===== config.mk =====
export PLATFORM = sky130hd
export DESIGN_NAME = core_pipe_wb_flat
export DESIGN_NICKNAME = d
export VERILOG_FILES = /design/src/rtl/core_pipe_wb_if.sv /design/src/rtl/core_pipe_wb.sv /design/src/flat_wrapper.sv
export SDC_FILE = /design/constraint.sdc
export NUM_CORES = 1
export LEC_CHECK = 0
export ABC_AREA = 1
export CORE_AREA = 5 5 229 231
export DETAILED_ROUTE_END_ITERATION = 12
export DIE_AREA = 0 0 234 236
export PLACE_DENSITY = 0.59
export SLEW_MARGIN = 20
export SYNTH_ARGS = -nofsm -noshare
export SYNTH_HDL_FRONTEND = slang
export SYNTH_SLANG_ARGS = --single-unit

===== constraint.sdc =====
create_clock -name g_clk -period 4.95 [get_ports g_clk]
set_input_delay 0.495 -clock g_clk [delete_from_list [all_inputs] [get_ports g_clk]]
set_output_delay 0.495 -clock g_clk [all_outputs]
set_load 0.005 [all_outputs]

===== src/rtl/core_pipe_wb_if.sv =====
// rtl/core_pipe_wb_if.sv - execute-to-writeback (s3) handshake bundle.
interface core_pipe_wb_if #(
   parameter int XLEN = 64
);
   logic            s3_valid;
   logic            s3_ready;
   logic [XLEN-1:0] s3_pc;
   logic [31:0]     s3_instr;
   logic [XLEN-1:0] s3_wdata;
   logic [4:0]      s3_rd;
   logic [4:0]      s3_lsu_op;
   logic [3:0]      s3_csr_op;
   logic [1:0]      s3_wb_op;
   logic            s3_trap;

   modport master (
      output s3_valid, s3_pc, s3_instr, s3_wdata, s3_rd,
             s3_lsu_op, s3_csr_op, s3_wb_op, s3_trap,
      input  s3_ready
   );

   modport slave (
      input  s3_valid, s3_pc, s3_instr, s3_wdata, s3_rd,
             s3_lsu_op, s3_csr_op, s3_wb_op, s3_trap,
      output s3_ready
   );
endinterface


===== src/rtl/core_pipe_wb.sv =====
// rtl/core_pipe_wb.sv - pipeline writeback stage; CORE_WB_FWD_EN enables the decode bypass outputs.
module core_pipe_wb #(
   parameter int XLEN = 64
) (
   input  logic            g_clk,
   input  logic            g_resetn,
   core_pipe_wb_if.slave   s3,
   input  logic            dmem_rsp_valid,
   input  logic            dmem_rsp_error,
   input  logic [XLEN-1:0] dmem_rsp_rdata,
   output logic            csr_req_valid,
   output logic [3:0]      csr_req_op,
   output logic [11:0]     csr_req_addr,
   output logic [XLEN-1:0] csr_req_wdata,
   input  logic            csr_rsp_valid,
   input  logic            csr_rsp_error,
   input  logic [XLEN-1:0] csr_rsp_rdata,
   output logic            rf_wen,
   output logic [4:0]      rf_waddr,
   output logic [XLEN-1:0] rf_wdata,
   output logic            instr_ret,
   output logic            trap_valid,
   output logic [XLEN-1:0] trap_pc,
   output logic [1:0]      trap_cause,
   output logic            fwd_valid,
   output logic [4:0]      fwd_rd,
   output logic [XLEN-1:0] fwd_data
);

   localparam int XL = XLEN - 1;

   localparam logic [1:0] WB_WDATA = 2'b00;
   localparam logic [1:0] WB_LSU   = 2'b01;
   localparam logic [1:0] WB_CSR   = 2'b10;
   localparam logic [1:0] WB_NONE  = 2'b11;

   typedef enum logic {EMPTY, BUSY} state_t;

   state_t        state_q, state_d;
   logic [XL:0]   pc_q, pc_d;
   logic [XL:0]   wdata_q, wdata_d;
   logic [11:0]   csr_addr_q, csr_addr_d;
   logic [4:0]    rd_q, rd_d;
   logic [1:0]    lsu_width_q, lsu_width_d;
   logic          lsu_sext_q, lsu_sext_d;
   logic          lsu_store_q, lsu_store_d;
   logic [3:0]    csr_op_q, csr_op_d;
   logic [1:0]    wb_op_q, wb_op_d;
   logic          trap_q, trap_d;

   logic          busy;
   logic          done;
   logic          accept;
   logic          bus_err;
   logic          csr_err;
   logic          any_err;
   logic [2:0]    ld_off;
   logic [XL:0]   ld_lane;
   logic [XL:0]   ld_data;
   logic [XL:0]   wr_data;

   // Low instruction bits and the load flag are not needed once wb_op selects the path.
   logic          unused_s3;
   assign unused_s3 = ^{s3.s3_instr[19:0], s3.s3_lsu_op[0]};

   assign busy = (state_q == BUSY);

   always_comb begin
      done = 1'b0;
      if (busy) begin
         if (trap_q || wb_op_q == WB_WDATA || wb_op_q == WB_NONE)
            done = 1'b1;
         else if (wb_op_q == WB_LSU)
            done = dmem_rsp_valid;
         else
            done = csr_rsp_valid;
      end
   end

   assign s3.s3_ready = !busy || done;
   assign accept      = s3.s3_valid && s3.s3_ready;

   always_comb begin
      state_d     = state_q;
      pc_d        = pc_q;
      wdata_d     = wdata_q;
      csr_addr_d  = csr_addr_q;
      rd_d        = rd_q;
      lsu_width_d = lsu_width_q;
      lsu_sext_d  = lsu_sext_q;
      lsu_store_d = lsu_store_q;
      csr_op_d    = csr_op_q;
      wb_op_d     = wb_op_q;
      trap_d      = trap_q;
      if (accept) begin
         state_d     = BUSY;
         pc_d        = s3.s3_pc;
         wdata_d     = s3.s3_wdata;
         csr_addr_d  = s3.s3_instr[31:20];
         rd_d        = s3.s3_rd;
         lsu_width_d = s3.s3_lsu_op[4:3];
         lsu_sext_d  = s3.s3_lsu_op[2];
         lsu_store_d = s3.s3_lsu_op[1];
         csr_op_d    = s3.s3_csr_op;
         wb_op_d     = s3.s3_wb_op;
         trap_d      = s3.s3_trap;
      end else if (done) begin
         state_d = EMPTY;
      end
   end

   always_ff @(posedge g_clk) begin
      if (!g_resetn) begin
         state_q     <= EMPTY;
         pc_q        <= '0;
         wdata_q     <= '0;
         csr_addr_q  <= '0;
         rd_q        <= '0;
         lsu_width_q <= '0;
         lsu_sext_q  <= 1'b0;
         lsu_store_q <= 1'b0;
         csr_op_q    <= '0;
         wb_op_q     <= '0;
         trap_q      <= 1'b0;
      end else begin
         state_q     <= state_d;
         pc_q        <= pc_d;
         wdata_q     <= wdata_d;
         csr_addr_q  <= csr_addr_d;
         rd_q        <= rd_d;
         lsu_width_q <= lsu_width_d;
         lsu_sext_q  <= lsu_sext_d;
         lsu_store_q <= lsu_store_d;
         csr_op_q    <= csr_op_d;
         wb_op_q     <= wb_op_d;
         trap_q      <= trap_d;
      end
   end

   // Misaligned offsets are rounded down to the access size before lane selection.
   always_comb begin
      ld_off = 3'b000;
      case (lsu_width_q)
         2'b00:   ld_off = wdata_q[2:0];
         2'b01:   ld_off = {wdata_q[2:1], 1'b0};
         2'b10:   ld_off = {wdata_q[2], 2'b00};
         default: ld_off = 3'b000;
      endcase
   end

   assign ld_lane = dmem_rsp_rdata >> {ld_off, 3'b000};

   always_comb begin
      ld_data = ld_lane;
      case (lsu_width_q)
         2'b00:   ld_data = {{(XLEN-8){lsu_sext_q && ld_lane[7]}},   ld_lane[7:0]};
         2'b01:   ld_data = {{(XLEN-16){lsu_sext_q && ld_lane[15]}}, ld_lane[15:0]};
         2'b10:   ld_data = {{(XLEN-32){lsu_sext_q && ld_lane[31]}}, ld_lane[31:0]};
         default: ld_data = ld_lane;
      endcase
   end

   always_comb begin
      wr_data = wdata_q;
      case (wb_op_q)
         WB_LSU:  wr_data = ld_data;
         WB_CSR:  wr_data = csr_rsp_rdata;
         default: wr_data = wdata_q;
      endcase
   end

   assign bus_err = (wb_op_q == WB_LSU) && dmem_rsp_error;
   assign csr_err = (wb_op_q == WB_CSR) && csr_rsp_error;
   assign any_err = !trap_q && (bus_err || csr_err);

   assign rf_wen     = done && !trap_q && !any_err && (rd_q != 5'd0) && (wb_op_q != WB_NONE)
                       && !((wb_op_q == WB_LSU) && lsu_store_q);
   assign rf_waddr   = rf_wen ? rd_q : 5'd0;
   assign rf_wdata   = rf_wen ? wr_data : '0;
   assign instr_ret  = done && !trap_q && !any_err;
   assign trap_valid = done && (trap_q || any_err);
   assign trap_pc    = trap_valid ? pc_q : '0;

   always_comb begin
      trap_cause = 2'b00;
      if (trap_valid && !trap_q)
         trap_cause = bus_err ? 2'b01 : 2'b10;
   end

   // The request stays up through the response cycle; the fields come from held state so they cannot move.
   assign csr_req_valid = busy && (wb_op_q == WB_CSR) && !trap_q;
   assign csr_req_op    = csr_req_valid ? csr_op_q   : 4'd0;
   assign csr_req_addr  = csr_req_valid ? csr_addr_q : 12'd0;
   assign csr_req_wdata = csr_req_valid ? wdata_q    : '0;

`ifdef CORE_WB_FWD_EN
   assign fwd_valid = busy && (rd_q != 5'd0) && !trap_q
                      && ((wb_op_q == WB_WDATA) || (done && (wb_op_q == WB_LSU || wb_op_q == WB_CSR)));
   assign fwd_rd    = fwd_valid ? rd_q : 5'd0;
   assign fwd_data  = fwd_valid ? wr_data : '0;
`else
   assign fwd_valid = 1'b0;
   assign fwd_rd    = 5'd0;
   assign fwd_data  = '0;
`endif

endmodule


===== src/flat_wrapper.sv =====
// flat-port wrapper written by rule: the top's interface ports become plain ports
module core_pipe_wb_flat 
#(
   parameter int XLEN = 64
)
  (g_clk, g_resetn, dmem_rsp_valid, dmem_rsp_error, dmem_rsp_rdata, csr_req_valid, csr_req_op, csr_req_addr, csr_req_wdata, csr_rsp_valid, csr_rsp_error, csr_rsp_rdata, rf_wen, rf_waddr, rf_wdata, instr_ret, trap_valid, trap_pc, trap_cause, fwd_valid, fwd_rd, fwd_data, s3_s3_valid, s3_s3_pc, s3_s3_instr, s3_s3_wdata, s3_s3_rd, s3_s3_lsu_op, s3_s3_csr_op, s3_s3_wb_op, s3_s3_trap, s3_s3_ready);
  core_pipe_wb_if #(.XLEN(XLEN)) s3_i ();
  input  logic g_clk;
  input  logic g_resetn;
  input  logic dmem_rsp_valid;
  input  logic dmem_rsp_error;
  input  logic [XLEN-1:0] dmem_rsp_rdata;
  output logic csr_req_valid;
  output logic [3:0] csr_req_op;
  output logic [11:0] csr_req_addr;
  output logic [XLEN-1:0] csr_req_wdata;
  input  logic csr_rsp_valid;
  input  logic csr_rsp_error;
  input  logic [XLEN-1:0] csr_rsp_rdata;
  output logic rf_wen;
  output logic [4:0] rf_waddr;
  output logic [XLEN-1:0] rf_wdata;
  output logic instr_ret;
  output logic trap_valid;
  output logic [XLEN-1:0] trap_pc;
  output logic [1:0] trap_cause;
  output logic fwd_valid;
  output logic [4:0] fwd_rd;
  output logic [XLEN-1:0] fwd_data;
  input wire logic [$bits(s3_i.s3_valid)-1:0] s3_s3_valid;
  input wire logic [$bits(s3_i.s3_pc)-1:0] s3_s3_pc;
  input wire logic [$bits(s3_i.s3_instr)-1:0] s3_s3_instr;
  input wire logic [$bits(s3_i.s3_wdata)-1:0] s3_s3_wdata;
  input wire logic [$bits(s3_i.s3_rd)-1:0] s3_s3_rd;
  input wire logic [$bits(s3_i.s3_lsu_op)-1:0] s3_s3_lsu_op;
  input wire logic [$bits(s3_i.s3_csr_op)-1:0] s3_s3_csr_op;
  input wire logic [$bits(s3_i.s3_wb_op)-1:0] s3_s3_wb_op;
  input wire logic [$bits(s3_i.s3_trap)-1:0] s3_s3_trap;
  output wire logic [$bits(s3_i.s3_ready)-1:0] s3_s3_ready;
  assign s3_i.s3_valid = s3_s3_valid;
  assign s3_i.s3_pc = s3_s3_pc;
  assign s3_i.s3_instr = s3_s3_instr;
  assign s3_i.s3_wdata = s3_s3_wdata;
  assign s3_i.s3_rd = s3_s3_rd;
  assign s3_i.s3_lsu_op = s3_s3_lsu_op;
  assign s3_i.s3_csr_op = s3_s3_csr_op;
  assign s3_i.s3_wb_op = s3_s3_wb_op;
  assign s3_i.s3_trap = s3_s3_trap;
  assign s3_s3_ready = s3_i.s3_ready;
  core_pipe_wb #(.XLEN(XLEN)) u_core (.g_clk(g_clk), .g_resetn(g_resetn), .s3(s3_i), .dmem_rsp_valid(dmem_rsp_valid), .dmem_rsp_error(dmem_rsp_error), .dmem_rsp_rdata(dmem_rsp_rdata), .csr_req_valid(csr_req_valid), .csr_req_op(csr_req_op), .csr_req_addr(csr_req_addr), .csr_req_wdata(csr_req_wdata), .csr_rsp_valid(csr_rsp_valid), .csr_rsp_error(csr_rsp_error), .csr_rsp_rdata(csr_rsp_rdata), .rf_wen(rf_wen), .rf_waddr(rf_waddr), .rf_wdata(rf_wdata), .instr_ret(instr_ret), .trap_valid(trap_valid), .trap_pc(trap_pc), .trap_cause(trap_cause), .fwd_valid(fwd_valid), .fwd_rd(fwd_rd), .fwd_data(fwd_data));
endmodule

**Word level (Yosys, flattened, before mapping)**

Cells that the tools add are included.

- Equal/unequal tests: 6
- Shift operators: 1
- Multiplexer cells: 16
- Reductions and logical operators: 30

Operators with widths:

| cell | count |
|---|---|
| 64-bit two-way mux | 3 |
| 64-bit one-hot mux with 3 select lines | 1 |
| 64-bit one-hot mux with 2 select lines | 1 |
| 64-bit by 6-bit right shift with 64-bit output | 1 |
| 1-bit logical AND | 17 |
| 12-bit two-way mux | 1 |
| 3-bit one-hot mux with 3 select lines | 1 |
| 2-bit == test (second input constant) | 3 |
| 1-bit logical OR | 5 |
| 1-bit two-way mux | 5 |
| 5-bit two-way mux | 1 |
| 5-bit nonzero test | 1 |
| 2-bit by 1-bit == test with 1-bit output (second input constant) | 2 |
| 1-bit zero test | 4 |
| 2-bit zero test | 2 |
| 2-bit two-way mux | 2 |
| 4-bit two-way mux | 1 |
| 2-bit != test (second input constant) | 1 |
| 2-bit nonzero test | 1 |

- Register bits after elaboration: 157
- Input port bits: 312
- Output and inout bits: 290

**Logic depth before layout (Yosys ltp)**

- Depth in word-level cells: 11
- Gate-level depth with buffers: 14
- Mapped depth without buffers: 11

**Worst setup path after synthesis**

Ideal clock, no wire load.

- Kind: reg2out
- Start point: reg u_core.wb_op_q[1]
- End point: out rf_wdata[14]
- Data arrival time: 1.924 ns
- Required time: 4.455 ns
- Setup slack: 2.531 ns
- Cell stages (with the launch flop): 14
- Buffers on the path: 3
- Cell sequence: dfxtp_1 > inv_1 > ha_1 > buf_2 > inv_4 > nand2_1 > and3_1 > nor2_1 > nand2_1 > nor2_1 > buf_2 > clkbuf_1 > o21ai_0 > a21oi_1

- Word-level cells in the longest chain between the ends: 11
- Elaborated cells on any way between the ends: 24
- Classes of those cells: 4 x eq/ne; 5 x mux; 15 x reduce/logical

RTL lines:

| item | RTL line | RTL |
|---|---|---|
| from (decl) | core_pipe_wb.sv:48 | `logic [1:0] wb_op_q, wb_op_d;` |
| from (signal assigned) | core_pipe_wb.sv:135 | `wb_op_q <= wb_op_d;` |
| 2-bit zero test | core_pipe_wb.sv:71 | `if (trap_q \|\| wb_op_q == WB_WDATA \|\| wb_op_q == WB_NONE)` |
| 1-bit logical OR (2 in a row) | core_pipe_wb.sv:71 |  |
| 1-bit two-way mux | core_pipe_wb.sv:71 |  |
| 1-bit two-way mux | core_pipe_wb.sv:70 | `if (busy) begin` |
| 1-bit logical AND (4 in a row) | core_pipe_wb.sv:176 | `assign rf_wen = done && !trap_q && !any_err && (rd_q != 5'd0) && (wb_op_q != WB_NONE)` |
| 1-bit logical AND | core_pipe_wb.sv:177 | `&& !((wb_op_q == WB_LSU) && lsu_store_q);` |
| 64-bit two-way mux * | core_pipe_wb.sv:179 | `assign rf_wdata = rf_wen ? wr_data : '0;` |
| to (decl) | flat_wrapper.sv:22 | `output logic [XLEN-1:0] rf_wdata;` |

Mark *: on every way between the ends. The rest lies on a longest branch, timed or not.

**Worst setup path in the final report**

- Start point: reg u_core.lsu_width_q[1]
- End point: out rf_wdata[51]

- Word-level cells in the longest chain between the ends: 7
- Elaborated cells on any way between the ends: 11
- Classes of those cells: 2 x eq/ne; 1 x shift; 4 x mux; 4 x reduce/logical

RTL lines:

| item | RTL line | RTL |
|---|---|---|
| from (decl) | core_pipe_wb.sv:44 | `logic [1:0] lsu_width_q, lsu_width_d;` |
| from (signal assigned) | core_pipe_wb.sv:131 | `lsu_width_q <= lsu_width_d;` |
| 2-bit == test, or another cell as far along | core_pipe_wb.sv:143, core_pipe_wb.sv:155 |  |
| 3-bit one-hot mux with 3 select lines | core_pipe_wb.sv:143 | `case (lsu_width_q)` |
| 64-bit by 6-bit right shift with 64-bit output | core_pipe_wb.sv:151 | `assign ld_lane = dmem_rsp_rdata >> {ld_off, 3'b000};` |
| 1-bit logical AND, on equally long branches | core_pipe_wb.sv:158, core_pipe_wb.sv:156, core_pipe_wb.sv:157 |  |
| 64-bit one-hot mux with 3 select lines * | core_pipe_wb.sv:155 | `case (lsu_width_q)` |
| 64-bit one-hot mux with 2 select lines * | core_pipe_wb.sv:165 | `case (wb_op_q)` |
| 64-bit two-way mux * | core_pipe_wb.sv:179 |  |

Marked as above.

==> reports/qor.csv <==
metric,value,unit
place_inst,2780,
viasPerCell,4.53,
antenna_found_initial,7,
grtUsageTotal,18.6,%
port_buffers,510,
critPathRequiredTime,4.45,ns
clock_latency,0.48,ns
r2r-start,u_core.wb_op_q[1],
drv_slew,0,
synthFlopType,dfxtp_1,
grt_pass1_wl,77.9,mm
ys_ff_latch,157,
nets,2443,
grt_overflow_total,0,
ys_seq_area_share,29.7,%
io_pins,602,
period_share,89.0,%
ys_warn_count,0,
fp.coreArea,49900,um2
worst_ir_drop_vdd,0.229,mV
gp_congestion,0.884,
start_util,21.2,%
syn_to_final_growth,55.2,%
dieArea,55200,um2
most-common-layout-cells,"509 x clkdlybuf4s50_1, 285 x a21oi_1, 248 x o21ai_0",
drive_gt1_share,4.30,%
fin_ws,0.545,ns
synth_edf_count,0,
dp_hpwl,41.4,mm
clock-sinks,157,
cts-root-buf,clkbuf_16,
fin_crit,4.41,ns
ctsLongestPathBuffers,2,
status,finished clean,
synth_cell_types,38,
startpoint_type,flop,
holdPathEnd,u_core.pc_q[29],
worstPathArrival,3.91,ns
fmax,227,MHz
worst_pin_slew,1.03,ns
finClkSkew,0.00966,ns
clk_pin_slew_worst_paths,0.08,ns
rows,82,
drt_iter0_drc,888,
post_cts_buffers,0,
hold_viol,0,
maxCapViolCount,0,
preCtsSetupSlack,1.03,ns
end_kind,primary output,
power.total,0.00393,W
instances_no_fill,2815,
first_pass_iters,6,
cts-hold-fix-buffers,0,
hold_start,u_core.pc_q[29],
cts_buffers,17,
holdCritPathClass,flop to flop,
post_cts_resized,0,
drc,0,
crit_fanout,32,
syn_area_per_cell,6.15,um2
rr_worst_depth,10,
cts_max_level,4,
rr_endpoint,u_core.pc_q[59],
hold_depth,2,
setup_tns,0,ns
routed_wl,53.8,mm
p_per_area,239,nW/um2
vias,12700,
regToRegSetupSlack,2.08,ns
die_y,236,um
worstSetupPathType,flop to primary output,
wl_per_cell,19.1,um
layout_commonest_cell,clkdlybuf4s50_1,
synth_cells,1719,
final-setup-viol-count,0,
die_w,234,um
synth-async-reset-ratio,0,%
ant_nets,0,
total_leakage_power,6.53,nW
max-slew-margin-rel,31.5,%
synth_area,10600,um2
grt_pass1_vias,12400,
cts_tree,built,
grt_max_degree,108,
rsz0062_at_grt,no,
routing by layer:
layer / track usage [%] / part of all wire (%)
met1: 22.0 / 41
met2: 31.5 / 48
met3: 6.21 / 8.4
met4: 6.21 / 2.6
met5: 0 / 0.10
worst max path at each step:
stage | startpoint | to | slack [ns] | cells past startpoint
2_1_floorplan | u_core.wb_op_q[1] | rf_wdata[14] | 2.53 | 13
3_3_place_gp | dmem_rsp_error | rf_waddr[2] | 1.01 | 7
3_5_place_dp | dmem_rsp_error | rf_waddr[2] | 1.03 | 7
4_1_cts | u_core.lsu_width_q[1] | rf_wdata[51] | 0.46 | 11
5_1_grt | u_core.lsu_width_q[1] | rf_wdata[51] | 0.22 | 11
6_report | u_core.lsu_width_q[1] | rf_wdata[51] | 0.54 | 11
worst max-delay path: stages (launching register included):
cell and delay (ns):
dfxtp_1 0.34, buf_4 0.21, nand2_1 0.43, inv_1 0.14, nor2_2 0.26, inv_1 0.17
nand3_1 0.15, nand3_2 0.29, nand3_4 0.47, nand2_1 0.10, a21oi_1 0.28, clkdlybuf4s50_1 0.56
per-stage QoR:
stage,area [um2],util [%],hold slack [ns]
floorplan,10800,-,0.430
global placement,15800,31.7,0.440
detailed placement,15800,31.7,0.446
CTS,16400,32.9,0.457
global route,16400,32.9,0.475
finish,16400,32.9,0.455
synthesized netlist by cell type (all sizes together), types with 2 or more instances:
master  count  area, um2
o221ai      2       17.5
nand3      82        438
a21oi     291       1480
o211ai     17        158
or2         2       12.5
o21ai     290       1470
clkbuf     82        308
o31ai       4       30.0
nand4       2       27.5
dfxtp     157       3140
nor2      176        678
nand2     242        916
buf       129        912
ha          4       50.1
nor3        3       15.0
a221oi      2       17.5
o311ai      2       17.5
inv       227        855
final cells by class:
type	instances	area [um2]
multi-input combinational	1193	5650
timing repair buffer	531	5300
tap	672	841
fill	5558	33400
clock buffer	17	425
sequential	157	3140
inverter	227	857
clock inverter	15	191
antenna	3	7.51
power by group:
group	total, W	switching, W	internal, W	leakage (nW)
sequential	0.00141	0.0000425	0.00136	1.31
combinational	0.00115	0.000668	0.000478	4.92
clock	0.00138	0.000689	0.000687	0.298
total	0.00393	0.00140	0.00253	6.53
registers in the layout (all words and copies together) (netlist names):
name and flops:
u_core.rd_q 5, u_core.trap_q 1, u_core.csr_addr_q 12, u_core.pc_q 64
u_core.lsu_sext_q 1, u_core.wb_op_q 2, u_core.csr_op_q 4, u_core.lsu_store_q 1
u_core.busy 1, u_core.lsu_width_q 2, u_core.wdata_q 64
kinds of logic (layout without fill, tap and decap cells):
kind of cell | count (synthesis) | after routing | synth area share [%]
compound gates | 609 | 609 | 30.2
fa+ha+maj | 4 | 4 | 0.473
buf+inv | 438 | 790 | 19.6
flops | 157 | 157 | 29.7
other cells | 1 | 73 | 0.0355
simple gates | 510 | 510 | 19.9
Note: power is estimated with default switching activity, not from simulation.
==> RTL change 1: new RTL, config.mk and constraints unchanged <==
`XLEN` is set to 64 in 3 places; all go to 60.
--- a/src/rtl/core_pipe_wb_if.sv
+++ b/src/rtl/core_pipe_wb_if.sv
@@ -1,6 +1,6 @@
 // rtl/core_pipe_wb_if.sv - execute-to-writeback (s3) handshake bundle.
 interface core_pipe_wb_if #(
-   parameter int XLEN = 64
+   parameter int XLEN = 60
 );
    logic            s3_valid;
    logic            s3_ready;
--- a/src/rtl/core_pipe_wb.sv
+++ b/src/rtl/core_pipe_wb.sv
@@ -1,6 +1,6 @@
 // rtl/core_pipe_wb.sv - pipeline writeback stage; CORE_WB_FWD_EN enables the decode bypass outputs.
 module core_pipe_wb #(
-   parameter int XLEN = 64
+   parameter int XLEN = 60
 ) (
    input  logic            g_clk,
    input  logic            g_resetn,
--- a/src/flat_wrapper.sv
+++ b/src/flat_wrapper.sv
@@ -1,7 +1,7 @@
 // flat-port wrapper written by rule: the top's interface ports become plain ports
 module core_pipe_wb_flat 
 #(
-   parameter int XLEN = 64
+   parameter int XLEN = 60
 )
   (g_clk, g_resetn, dmem_rsp_valid, dmem_rsp_error, dmem_rsp_rdata, csr_req_valid, csr_req_op, csr_req_addr, csr_req_wdata, csr_rsp_valid, csr_rsp_error, csr_rsp_rdata, rf_wen, rf_waddr, rf_wdata, instr_ret, trap_valid, trap_pc, trap_cause, fwd_valid, fwd_rd, fwd_data, s3_s3_valid, s3_s3_pc, s3_s3_instr, s3_s3_wdata, s3_s3_rd, s3_s3_lsu_op, s3_s3_csr_op, s3_s3_wb_op, s3_s3_trap, s3_s3_ready);
   core_pipe_wb_if #(.XLEN(XLEN)) s3_i ();
Ports: changed (8 resized); port bits go from 602 to 570. No check against the original RTL was run, so the function may have changed too.
==> RTL change 1 against the unedited design <==
  * Setup slack got worse by 220 ps
  * Sequential cell count decreased by 8
  * Area after synthesis decreased by 9.2%
  * Maximum frequency decreased by 4.9%
  * Power decreased by 4.5%
  * Cell area decreased by 6.7%
  * Critical path type unchanged
  * Critical path depth unchanged
  * Worst hold slack got worse by 2.0 ps
  * Wire length decreased by 3.6%
  * Critical endpoint is now rf_wdata[7]
  * Die area unchanged
  * Utilization decreased by 2.2 points
  * Sequential power decreased by 5%
  * Global-route usage decreased by 0.75 points
==> RTL change 1: results (changes against the unedited design) <==
status=complete, no violations (unchanged); Worst R2R End=u_core.wdata_q[0] (was u_core.pc_q[59]); largest net degree at the start of global routing=72 (was 108); syn_area_per_cell=6.18 um2 (was 6.15 um2); P_int=2.51 mW (was 2.53 mW); min-delay src=u_core.csr_addr_q[0] (was u_core.pc_q[29]); Synth-to-Final Area Change=59.5% (was 55.2%); I/O Buffers=482 (was 510); first-pass GRT wire length=74700 um (was 77900 um); Critical Path AT=4130 ps (was 3910 ps); Critical Path Source=u_core.wb_op_q[1] (was u_core.lsu_width_q[1]); filler instances=5473 (was 5558); Setup WS pre-CTS=758 ps (was 1030 ps); placed standard-cell area=14700 um2 (was 15800 um2); largest registers=u_core.pc_q: 60 flops, u_core.wdata_q: 60 flops, u_core.csr_addr_q: 12 flops (was u_core.pc_q: 64 flops, u_core.wdata_q: 64 flops, u_core.csr_addr_q: 12 flops); LEAKAGE=5.99 nW (was 6.53 nW); Yosys cell types=39 (was 38); 1st-pass router iterations=5 (was 6); Clock Latency Late Sink=440 ps (was 480 ps); Worst path max stage delay=600 ps (was 560 ps); CP max FO=46 (was 32); Cells after DPL=2608 (was 2780); Tot GR Track Use=17.8% (was 18.6%); crit path to=rf_wdata[7] (was rf_wdata[51]); vias per cell=4.49 (was 4.53); top cells by count, synth=287 x a21oi_1, 266 x o21ai_0, 201 x inv_1 (was 285 x a21oi_1, 248 x o21ai_0, 239 x nand2_1); WL met2=25100 um (was 26000 um); Fin Clk Skew=12.4 ps (was 9.66 ps); vias in the first global route=11427 (was 12425); worst setup margin=320 ps (was 545 ps); WL final=51900 um (was 53800 um); M1 WL=21300 um (was 21900 um)
-- RTL change 1: cell types whose count changed after synthesis, moves of 7 or more --
cell | unedited run | this run
buf_2 | 33 | 18
buf_6 | 15 | 3
dfxtp_1 | 157 | 149
inv_1 | 224 | 201
nand2_1 | 239 | 155
nand3_1 | 78 | 70
nand3b_1 | 0 | 7
nor2_1 | 173 | 161
o21ai_0 | 248 | 266
o21ai_1 | 37 | 6
-- RTL change 1: power by group through the flow --
stage	registers, mW	clock network, mW	logic [mW]
after floorplan	1.35	0	0.560
after global placement	1.37	0	1.04
after detailed placement	1.37	0	1.05
after CTS	1.35	1.41	1.05
after global routing	1.35	1.45	1.15
final	1.34	1.36	1.04
-- RTL change 1: cell type report --
cell class	count	area share, %
multi-input combinational	1072	33.2
timing repair buffer	509	32.8
sequential	149	19.5
tap	672	5.49
inverter	206	5.06
clock buffer	20	2.98
clock inverter	11	0.915
antenna	1	0.0163
==> RTL change 2: new RTL, config.mk and constraints unchanged <==
Made on the original files. Reset style: asynchronous (`g_resetn`), changed in one clocked block.
--- a/src/rtl/core_pipe_wb.sv
+++ b/src/rtl/core_pipe_wb.sv
@@ -109,7 +109,7 @@
       end
    end
 
-   always_ff @(posedge g_clk) begin
+   always_ff @(posedge g_clk or negedge g_resetn) begin
       if (!g_resetn) begin
          state_q     <= EMPTY;
          pc_q        <= '0;
Behaviour: differs if g_resetn is asserted again (counterexample within 4 cycles, from zero or initial values and one cycle with g_resetn low); with g_resetn held inactive, the same outputs for 10 cycles.
==> RTL change 2 against the unedited design <==
  * Highest routed layer unchanged
  * Register-to-register slack better by 140 ps
  * Power up 29%
  * Via count down 1.6%
  * Maximum frequency up 3.9%
  * Cell area up 3.2%
  * Combinational power up 83%
  * Sequential power up 9%
  * Global-route usage about the same
  * Clock skew up 6.5 ps
  * Setup slack better by 160 ps
  * Sequential cell count unchanged
  * Area after synthesis up 4.2%
  * Wire length down 0.31%
  * Cell count down 1.2%
==> RTL change 2: results (changes against the unedited design) <==
status=complete, no violations (unchanged); worst slew pin tran=834 ps (was 1030 ps); LEAKAGE=7.77 nW (was 6.53 nW); top cells by count, synth=311 x nor2_1, 286 x a21oi_1, 220 x nand2_1 (was 285 x a21oi_1, 248 x o21ai_0, 239 x nand2_1); WL final=53700 um (was 53800 um); Tot GR Track Use=18.6% (about the same); Fin Clk Skew=16.2 ps (was 9.66 ps); worst hold path class=input port to asynchronous set/reset pin (was register to register); Avg WL per Cell=19.3 um (was 19.1 um); 1st-iter DRT viols=803 (was 888); Critical Path AT=3750 ps (was 3910 ps); Area contributors post-synth=dfrtp_1 36%, a21oi_1 13%, nor2_1 11% (was dfxtp_1 30%, a21oi_1 13%, o21ai_0 12%); vias in the first global route=12490 (was 12425); asr flop ratio synth=100% (was 0%); initial antenna violation count=3 (was 7); VDD IR-drop max=0.000240 V (was 0.000229 V); Cells after DPL=2747 (was 2780); Yosys top cell by area=dfrtp_1 (was dfxtp_1); share of layout cells above drive strength 1=3.94% (was 4.30%); Clock power frac=27.7% (was 35.0%); DP HPWL=42300 um (was 41400 um); Final Wtd Congestion=0.965 (was 0.884); Syn Inst Count=1664 (was 1719); P_sw=1.99 mW (was 1.40 mW); filler instances=5406 (was 5558)
RTL change 2: path summary, 6_finish.rpt:
| path | start | cells past startpoint | to | slack, ps |
|---|---|---|---|---|
| max reg2reg | u_core.wb_op_q[1] | 8 | u_core.lsu_sext_q | 2220 |
| max in group asynchronous | g_resetn | 2 | u_core.lsu_width_q[0] | 3790 |
| min in group g_clk | u_core.csr_addr_q[8] | 2 | u_core.csr_addr_q[8] | 520 |
| max | u_core.lsu_width_q[1] | 11 | rf_wdata[39] | 710 |
| min | g_resetn | 1 | u_core.wdata_q[30] | 50 |
| min reg2reg | u_core.csr_addr_q[8] | 2 | u_core.csr_addr_q[8] | 520 |
RTL change 2: per-layer routing:
| layer | track usage, % | part of all wire [%] | up-vias |
|---|---|---|---|
| li1 | - | - | 6051 |
| met1 | 22.1 | 40 | 5939 |
| met2 | 32.4 | 50 | 499 |
| met3 | 6.10 | 8.4 | 49 |
| met4 | 4.59 | 2.0 | 2 |
| met5 | 0 | 0.024 | - |
RTL change 2: worst max-delay path: stages, from the launching register on:
cell	delay [ps]
dfrtp_1	440
buf_4	250
nor2_4	130
buf_4	420
nand3_1	160
nand3_1	200
nand3_4	200
nand2_4	170
buf_4	280
o21bai_1	170
a21oi_1	250
clkdlybuf4s50_1	570
RTL change 2: kinds of logic (layout without fill, tap and decap cells):
kind of cell | Yosys count | after routing | synth area share (%)
flops | 157 | 157 | 35.6
buf+inv | 383 | 757 | 16.8
mux | 7 | 7 | 0.670
fa+ha+maj | 4 | 4 | 0.454
other cells | 1 | 71 | 0.0340
simple gates | 629 | 629 | 23.3
compound gates | 483 | 483 | 23.1
RTL change 2: cell type report:
| cell class | count | area, um2 | share of cell area [%] |
|---|---|---|---|
| Multi-Input combinational cell | 1193 | 5520 | 32.6 |
| Timing Repair Buffer | 536 | 5330 | 31.4 |
| Sequential cell | 157 | 3930 | 23.2 |
| Tap cell | 672 | 841 | 4.96 |
| Inverter | 189 | 712 | 4.20 |
| Clock buffer | 17 | 425 | 2.51 |
| Clock inverter | 15 | 195 | 1.15 |
| Antenna cell | 1 | 2.50 | 0.0148 |
RTL change 2: through the flow:
| stage | total power, mW | utilization (%) | hold slack (ps) | worst slack, ps |
|---|---|---|---|---|
| after floorplan | 2.64 | - | 199 | 2580 |
| after global placement | 3.66 | 32.7 | 493 | 1260 |
| after detailed placement | 3.68 | 32.7 | 503 | 1220 |
| after CTS | 5.10 | 34.0 | 69.0 | 691 |
| after global routing | 5.36 | 34.0 | 108 | 432 |
| final | 5.05 | 34.0 | 50.9 | 709 |
